<file path="src/rtl/ysyx_25030093_csr_pkg.sv">
// Purpose: shared CSR addresses, mstatus field positions and cause codes for the CSR file.
// Latency: n/a (declarations only).
// Backpressure: n/a.
package ysyx_25030093_csr_pkg;

    localparam logic [11:0] CSR_MSTATUS   = 12'h300;
    localparam logic [11:0] CSR_MTVEC     = 12'h305;
    localparam logic [11:0] CSR_MSCRATCH  = 12'h340;
    localparam logic [11:0] CSR_MEPC      = 12'h341;
    localparam logic [11:0] CSR_MCAUSE    = 12'h342;
    localparam logic [11:0] CSR_MCYCLE    = 12'hB00;
    localparam logic [11:0] CSR_MINSTRET  = 12'hB02;
    localparam logic [11:0] CSR_MCYCLEH   = 12'hB80;
    localparam logic [11:0] CSR_MINSTRETH = 12'hB82;
    localparam logic [11:0] CSR_MVENDORID = 12'hF11;
    localparam logic [11:0] CSR_MARCHID   = 12'hF12;

    localparam int MSTATUS_MIE    = 3;
    localparam int MSTATUS_MPIE   = 7;
    localparam int MSTATUS_MPP_HI = 12;
    localparam int MSTATUS_MPP_LO = 11;

    // Only MIE and MPIE are software-writable; MPP is hardwired to machine mode.
    localparam logic [31:0] MSTATUS_WMASK = 32'h0000_0088;
    localparam logic [31:0] MSTATUS_MPP_M = 32'h0000_1800;

    localparam logic [31:0] CAUSE_ECALL_M = 32'd11;

    // Addresses that accept a software write (the ID registers are read-only).
    function automatic logic csr_is_writable(input logic [11:0] addr);
        case (addr)
            CSR_MSTATUS, CSR_MTVEC, CSR_MSCRATCH, CSR_MEPC, CSR_MCAUSE,
            CSR_MCYCLE, CSR_MCYCLEH, CSR_MINSTRET, CSR_MINSTRETH: return 1'b1;
            default:                                              return 1'b0;
        endcase
    endfunction

endpackage

</file>
<file path="src/rtl/ysyx_25030093_csr_counter64.sv">
// Purpose: 64-bit free-running/event counter with independent software-writable halves.
// Latency: write or increment visible on q the cycle after the edge that applies it.
// Backpressure: none; a write to either half suppresses that cycle's increment.
// Ports: clk, rst (sync, active-high), inc, wen_lo, wen_hi, wdata[31:0], q[63:0].
module ysyx_25030093_csr_counter64 (
    input  logic        clk,
    input  logic        rst,
    input  logic        inc,
    input  logic        wen_lo,
    input  logic        wen_hi,
    input  logic [31:0] wdata,
    output logic [63:0] q
);

    always_ff @(posedge clk) begin
        if (rst) begin
            q <= '0;
        end else if (wen_lo || wen_hi) begin
            // The half not being written holds its value; no increment this cycle.
            if (wen_lo) q[31:0]  <= wdata;
            if (wen_hi) q[63:32] <= wdata;
        end else if (inc) begin
            q <= q + 64'd1;
        end
    end

endmodule

</file>
<file path="src/rtl/ysyx_25030093_csr_file.sv">
// Purpose: machine-mode CSR file with ecall/mret state updates, trap redirect and mcycle/minstret.
// Latency: reads and trap redirect are combinational; writes visible the cycle after csr_wen.
// Backpressure: none; every input is acted on in the cycle it is presented.
// Ports: clk, rst; csr_raddr -> csr_data/csr_illegal; csr_wen/csr_waddr/csr_wdata write port;
//        ecall, mret, pc, inst_retire retirement inputs; trap_valid/trap_pc to fetch.
module ysyx_25030093_csr_file
    import ysyx_25030093_csr_pkg::*;
#(
    parameter logic [31:0] MVENDORID   = 32'h7973_7978,
    parameter logic [31:0] MARCHID     = 32'h017D_EDCD,
    parameter logic [31:0] MTVEC_RESET = 32'h0000_0000
) (
    input  logic        clk,
    input  logic        rst,
    input  logic [11:0] csr_raddr,
    output logic [31:0] csr_data,
    output logic        csr_illegal,
    input  logic        csr_wen,
    input  logic [11:0] csr_waddr,
    input  logic [31:0] csr_wdata,
    input  logic        ecall,
    input  logic        mret,
    input  logic [31:0] pc,
    input  logic        inst_retire,
    output logic        trap_valid,
    output logic [31:0] trap_pc
);

    // mstatus_q holds only the writable bits (MIE/MPIE); MPP is OR-ed in on read.
    logic [31:0] mstatus_q;
    logic [31:0] mtvec_q;
    logic [31:0] mscratch_q;
    logic [31:0] mepc_q;
    logic [31:0] mcause_q;
    logic [63:0] mcycle_q;
    logic [63:0] minstret_q;

    logic        wr_req;
    logic        rd_valid;

    // A trap in the same cycle swallows the software write completely.
    assign wr_req = csr_wen && !ecall && !mret;

    always_comb begin
        csr_data = '0;
        rd_valid = 1'b1;
        case (csr_raddr)
            CSR_MSTATUS:   csr_data = mstatus_q | MSTATUS_MPP_M;
            CSR_MTVEC:     csr_data = mtvec_q;
            CSR_MSCRATCH:  csr_data = mscratch_q;
            CSR_MEPC:      csr_data = mepc_q;
            CSR_MCAUSE:    csr_data = mcause_q;
            CSR_MCYCLE:    csr_data = mcycle_q[31:0];
            CSR_MCYCLEH:   csr_data = mcycle_q[63:32];
            CSR_MINSTRET:  csr_data = minstret_q[31:0];
            CSR_MINSTRETH: csr_data = minstret_q[63:32];
            CSR_MVENDORID: csr_data = MVENDORID;
            CSR_MARCHID:   csr_data = MARCHID;
            default:       rd_valid = 1'b0;
        endcase
    end

    assign csr_illegal = !rd_valid || (wr_req && !csr_is_writable(csr_waddr));

    assign trap_valid = ecall || mret;
    assign trap_pc    = ecall ? mtvec_q : (mret ? mepc_q : 32'h0);

    always_ff @(posedge clk) begin
        if (rst) begin
            mstatus_q  <= '0;
            mtvec_q    <= MTVEC_RESET;
            mscratch_q <= '0;
            mepc_q     <= '0;
            mcause_q   <= '0;
        end else if (ecall) begin
            mepc_q                 <= {pc[31:2], 2'b00};
            mcause_q               <= CAUSE_ECALL_M;
            mstatus_q[MSTATUS_MPIE] <= mstatus_q[MSTATUS_MIE];
            mstatus_q[MSTATUS_MIE]  <= 1'b0;
        end else if (mret) begin
            mstatus_q[MSTATUS_MIE]  <= mstatus_q[MSTATUS_MPIE];
            mstatus_q[MSTATUS_MPIE] <= 1'b1;
        end else if (wr_req) begin
            case (csr_waddr)
                CSR_MSTATUS:  mstatus_q  <= csr_wdata & MSTATUS_WMASK;
                CSR_MTVEC:    mtvec_q    <= {csr_wdata[31:2], 2'b00};
                CSR_MSCRATCH: mscratch_q <= csr_wdata;
                CSR_MEPC:     mepc_q     <= {csr_wdata[31:2], 2'b00};
                CSR_MCAUSE:   mcause_q   <= csr_wdata;
                default:      ;
            endcase
        end
    end

    ysyx_25030093_csr_counter64 u_mcycle (
        .clk    (clk),
        .rst    (rst),
        .inc    (1'b1),
        .wen_lo (wr_req && (csr_waddr == CSR_MCYCLE)),
        .wen_hi (wr_req && (csr_waddr == CSR_MCYCLEH)),
        .wdata  (csr_wdata),
        .q      (mcycle_q)
    );

    ysyx_25030093_csr_counter64 u_minstret (
        .clk    (clk),
        .rst    (rst),
        .inc    (inst_retire),
        .wen_lo (wr_req && (csr_waddr == CSR_MINSTRET)),
        .wen_hi (wr_req && (csr_waddr == CSR_MINSTRETH)),
        .wdata  (csr_wdata),
        .q      (minstret_q)
    );

endmodule
</file>
<file path="config.mk">
export PLATFORM = sky130hd
export DESIGN_NAME = ysyx_25030093_csr_file
export DESIGN_NICKNAME = d
export VERILOG_FILES = /design/src/rtl/ysyx_25030093_csr_pkg.sv /design/src/rtl/ysyx_25030093_csr_counter64.sv /design/src/rtl/ysyx_25030093_csr_file.sv
export SDC_FILE = /design/constraint.sdc
export NUM_CORES = 1
export LEC_CHECK = 0
export CORE_MARGIN = 5
export CORE_UTILIZATION = 32
export CTS_CLUSTER_DIAMETER = 40
export DETAILED_ROUTE_END_ITERATION = 8
export MAX_ROUTING_LAYER = met4
export PLACE_DENSITY = 0.53
export SLEW_MARGIN = 25
export SYNTH_ARGS = -nofsm -noshare
export SYNTH_HDL_FRONTEND = slang
export SYNTH_SLANG_ARGS = --single-unit
</file>
<file path="constraint.sdc">
create_clock -name clk -period 9.4 [get_ports clk]
set_clock_uncertainty 0.15 [all_clocks]
set_input_delay 2.35 -clock clk [delete_from_list [all_inputs] [get_ports clk]]
set_output_delay 2.35 -clock clk [all_outputs]
set_load 0.03 [all_outputs]
</file>
==> summary.txt <==
Status: finished clean
# hold bufs at CTS: 0
Crit. Startpoint: csr_raddr[1]
Area Overhead vs Synth: 26.7%
Synth async-reset ratio: 0
Synth top area cells: dfxtp_1 33%, nand2_1 8.2%, a21oi_1 6.0%, mux2i_1 5.3%, nor2_1 4.7%
Post-layout min period: 8.44 ns
Yosys cell types: 85
Part of the power in combinational logic: 0.064
Switching pwr: 0.000924 W
Remaining DRCs: 0
CTS tree: yes
Area of the multi-input gates: 9750 um2
Worst rel slew slack: 0.210
Post-layout net count: 2301
Non-filler instance count after layout: 2872
Global-route wire length before repair: 121000 um
Worst hold margin: 0.305 ns
Top cell type by total area after synthesis: dfxtp_1
#FFs+latches synth: 254
Gr ovfl total: 0
Vias/cell: 6.35
Post-synthesis simple-gate area fraction: 0.281
CP dominant cell by count: clkdlybuf4s50_1
Req. time, crit path: 6.90 ns
Antenna Nets Post-Route: 0
Post-CTS Setup Repair Bufs: 0
Io pins: 160
CP max-delay cell: clkdlybuf4s50_1
Die W: 231 um
CTS Root Cell: clkbuf_16
Fillers: 4851
Final Cycle Share: 0.897
Worst-Skew Late Latency: 0.62 ns
Worst Path Buf+Inv: 2
Total track usage: 0.314
I/O Buffers: 155
Hold Path Class: register to register
XOR/XNOR share of the synthesized area: 0.00843
Post-synth EDFFs: 0
Syn Inst Count: 2116
Htree depth: 2
Main flop type after synthesis: dfxtp_1
Initial Util: 0.325
Die span in y: 231 um
Max Slew Vio Count: 0
Area share of the largest cell type after synthesis: 0.326
Dpl hpwl: 60700 um
Wire per inst: 29.5 um
Yosys warns: 0
Adder-cell share of the synthesized area: 0.00161
Post-synthesis cell area: 15600 um2
Vias in the first global route: 16700
Fin Setup TNS: 0 ns
Crit start category: input pin
CTS max path bufs: 3
F_max: 119 MHz
Slowest stage delay, CP: 0.81 ns
CTS Sinks: 254
R2r setup slk: 5.97 ns
Critical path arrival: 5.94 ns
Sw Ratio: 0.265
Placed instance count: 2760
RSZ-0062 raised after global routing: no
Leakage dissipation: 6.63 nW
TritonCTS buffer count: 58
DR vias: 18300
Measured slew at the worst slew-check pin: 1.17 ns
Worst IR Drop VDD: 0.122 mV
Pint: 0.00257 W
Synth cell count leaders: 340 x nand2_1, 254 x dfxtp_1, 194 x nor2_1
Largest family of logic cells by synthesized area: simple AND/OR/NAND/NOR gates
Top-count cell post-synth: nand2_1
Hold Vio Cnt, Final: 0
CP Capture Type: output port
CP top delay family: simple AND/OR/NAND/NOR gates
Seq pwr share: 0.319
Core area: 47900 um2
R2r startpoint: u_minstret.q[1]$_SDFFE_PP0P_
Synth Area per Inst: 7.37 um2
Initial antenna violation count: 1
Max FO, Critical Path: 14
Crit-path cells: clkdlybuf4s50_1, nor4b_1, nand2_1, nor2_2, a222oi_1, nand3_1, clkdlybuf4s50_1
Detailed Route WL: 84800 um
Row cnt: 80
Clk pin slew, worst setup/hold paths: 0.05 ns
Placer Congestion: 0.989
Final Setup Violations: 0
Post-synthesis compound-gate area fraction: 0.267
Die area: 53200 um2
Mux share of post-synthesis cell area: 0.0627
Power per cell area: 177 nW/um2
Seq. cell area: 5080 um2
Hold Startpoint: mcause_q[25]$_SDFFE_PP0P_
Sequential fraction of the synthesis area: 0.326
1st-iter DRT viols: 2468
Ratio of cells with drive above 1 in the final layout: 0.0989
Drt pass-1 iters: 9
Largest net degree at the start of global routing: 67
PostCTS Resize Cnt: 0
Max cap viols: 0
Crit Path Class: input pin to output port
Clk pwr share: 0.617
==> sequential cells by signal, summed over array words and instances, names as in the netlist <==
name,flops
u_mcycle.q,64
u_minstret.q,64
mcause_q,32
mscratch_q,32
mepc_q,30
mtvec_q,30
mstatus_q,2
==> power groups by stage <==
stage | logic, W | clock network (W) | registers [W]
2_1_floorplan | 0.0000976 | 0 | 0.00112
3_3_place_gp | 0.000218 | 0 | 0.00113
4_1_cts | 0.000219 | 0.00217 | 0.00111
5_1_grt | 0.000233 | 0.00222 | 0.00111
6_report | 0.000225 | 0.00215 | 0.00111
3_5_place_dp | 0.000218 | 0 | 0.00113
==> logic make-up (layout without fill, tap and decap cells) <==
kind of cell | Yosys count | in the layout
muxes | 96 | 96
and+or+nand+nor | 906 | 906
DFF | 254 | 254
AOI/OAI and AO/OA | 642 | 642
other | 1 | 4
adders and majority gates | 2 | 2
xor gates and xnor gates | 15 | 15
buffers and inverters | 200 | 338
==> routing by layer <==
metal	wire length, um	global-route usage	vias up
met5	0	-	-
met4	4340	0.145	0
met3	9850	0.0739	204
met2	35200	0.440	1164
met1	35400	0.428	8781
li1	-	-	8102
==> final timing paths <==
path / to / cells after the start
hold / removal: mcause_q[25]$_SDFFE_PP0P_ / 2
setup / recovery: csr_data[8] / 7
hold reg to reg: mcause_q[25]$_SDFFE_PP0P_ / 2
setup reg to reg: u_minstret.q[62]$_SDFFE_PP0P_ / 7
==> per-stage QoR <==
step                instance area, um2  worst slack, ns   util  total power, W
floorplan                        15600             2.32      -         0.00122
global route                     19700            0.908  0.412         0.00357
global placement                 17700             1.09  0.368         0.00135
finish                           19700            0.964  0.412         0.00349
detailed placement               17700             1.06  0.368         0.00135
CTS                              19700             1.04  0.412         0.00350
==> placed cells by master (no fill, tap or decap), types with 17 or more instances in the layout <==
| master | count |
|---|---|
| o21ai_0 | 113 |
| and3_1 | 33 |
| nor4_1 | 34 |
| mux2i_1 | 83 |
| a22oi_1 | 65 |
| and4_1 | 17 |
| clkbuf_16 | 58 |
| a21oi_1 | 187 |
| nand3_1 | 76 |
| o22ai_1 | 24 |
| buf_4 | 61 |
| or3_1 | 17 |
| a221oi_1 | 27 |
| dfxtp_1 | 254 |
| nor3_1 | 58 |
| nand2_1 | 338 |
| a31oi_1 | 38 |
| and2_1 | 18 |
| nand4_1 | 52 |
| a211oi_1 | 46 |
| clkdlybuf4s50_1 | 148 |
| nor2_1 | 190 |
==> area by class of cell <==
| cell class | count | area share |
|---|---|---|
| antenna | 2 | 0.000253 |
| clock buffer | 68 | 0.0795 |
| clock inverter | 42 | 0.0259 |
| inverter | 14 | 0.00266 |
| multi-input combinational | 1663 | 0.494 |
| sequential | 254 | 0.257 |
| tap | 615 | 0.0390 |
| timing repair buffer | 214 | 0.101 |
==> worst reg2reg max path: cells and delay by family (launching register included) <==
kind / cells / cell delay (ns)
AO/OA/AOI/OAI: 1 / 0.09
adder cells (fa/ha/maj): 1 / 0.32
flip-flops: 1 / 0.57
multiplexers: 1 / 0.23
AND/OR/NAND/NOR: 4 / 1.95
No activity file was read; power rests on OpenSTA's default activity.
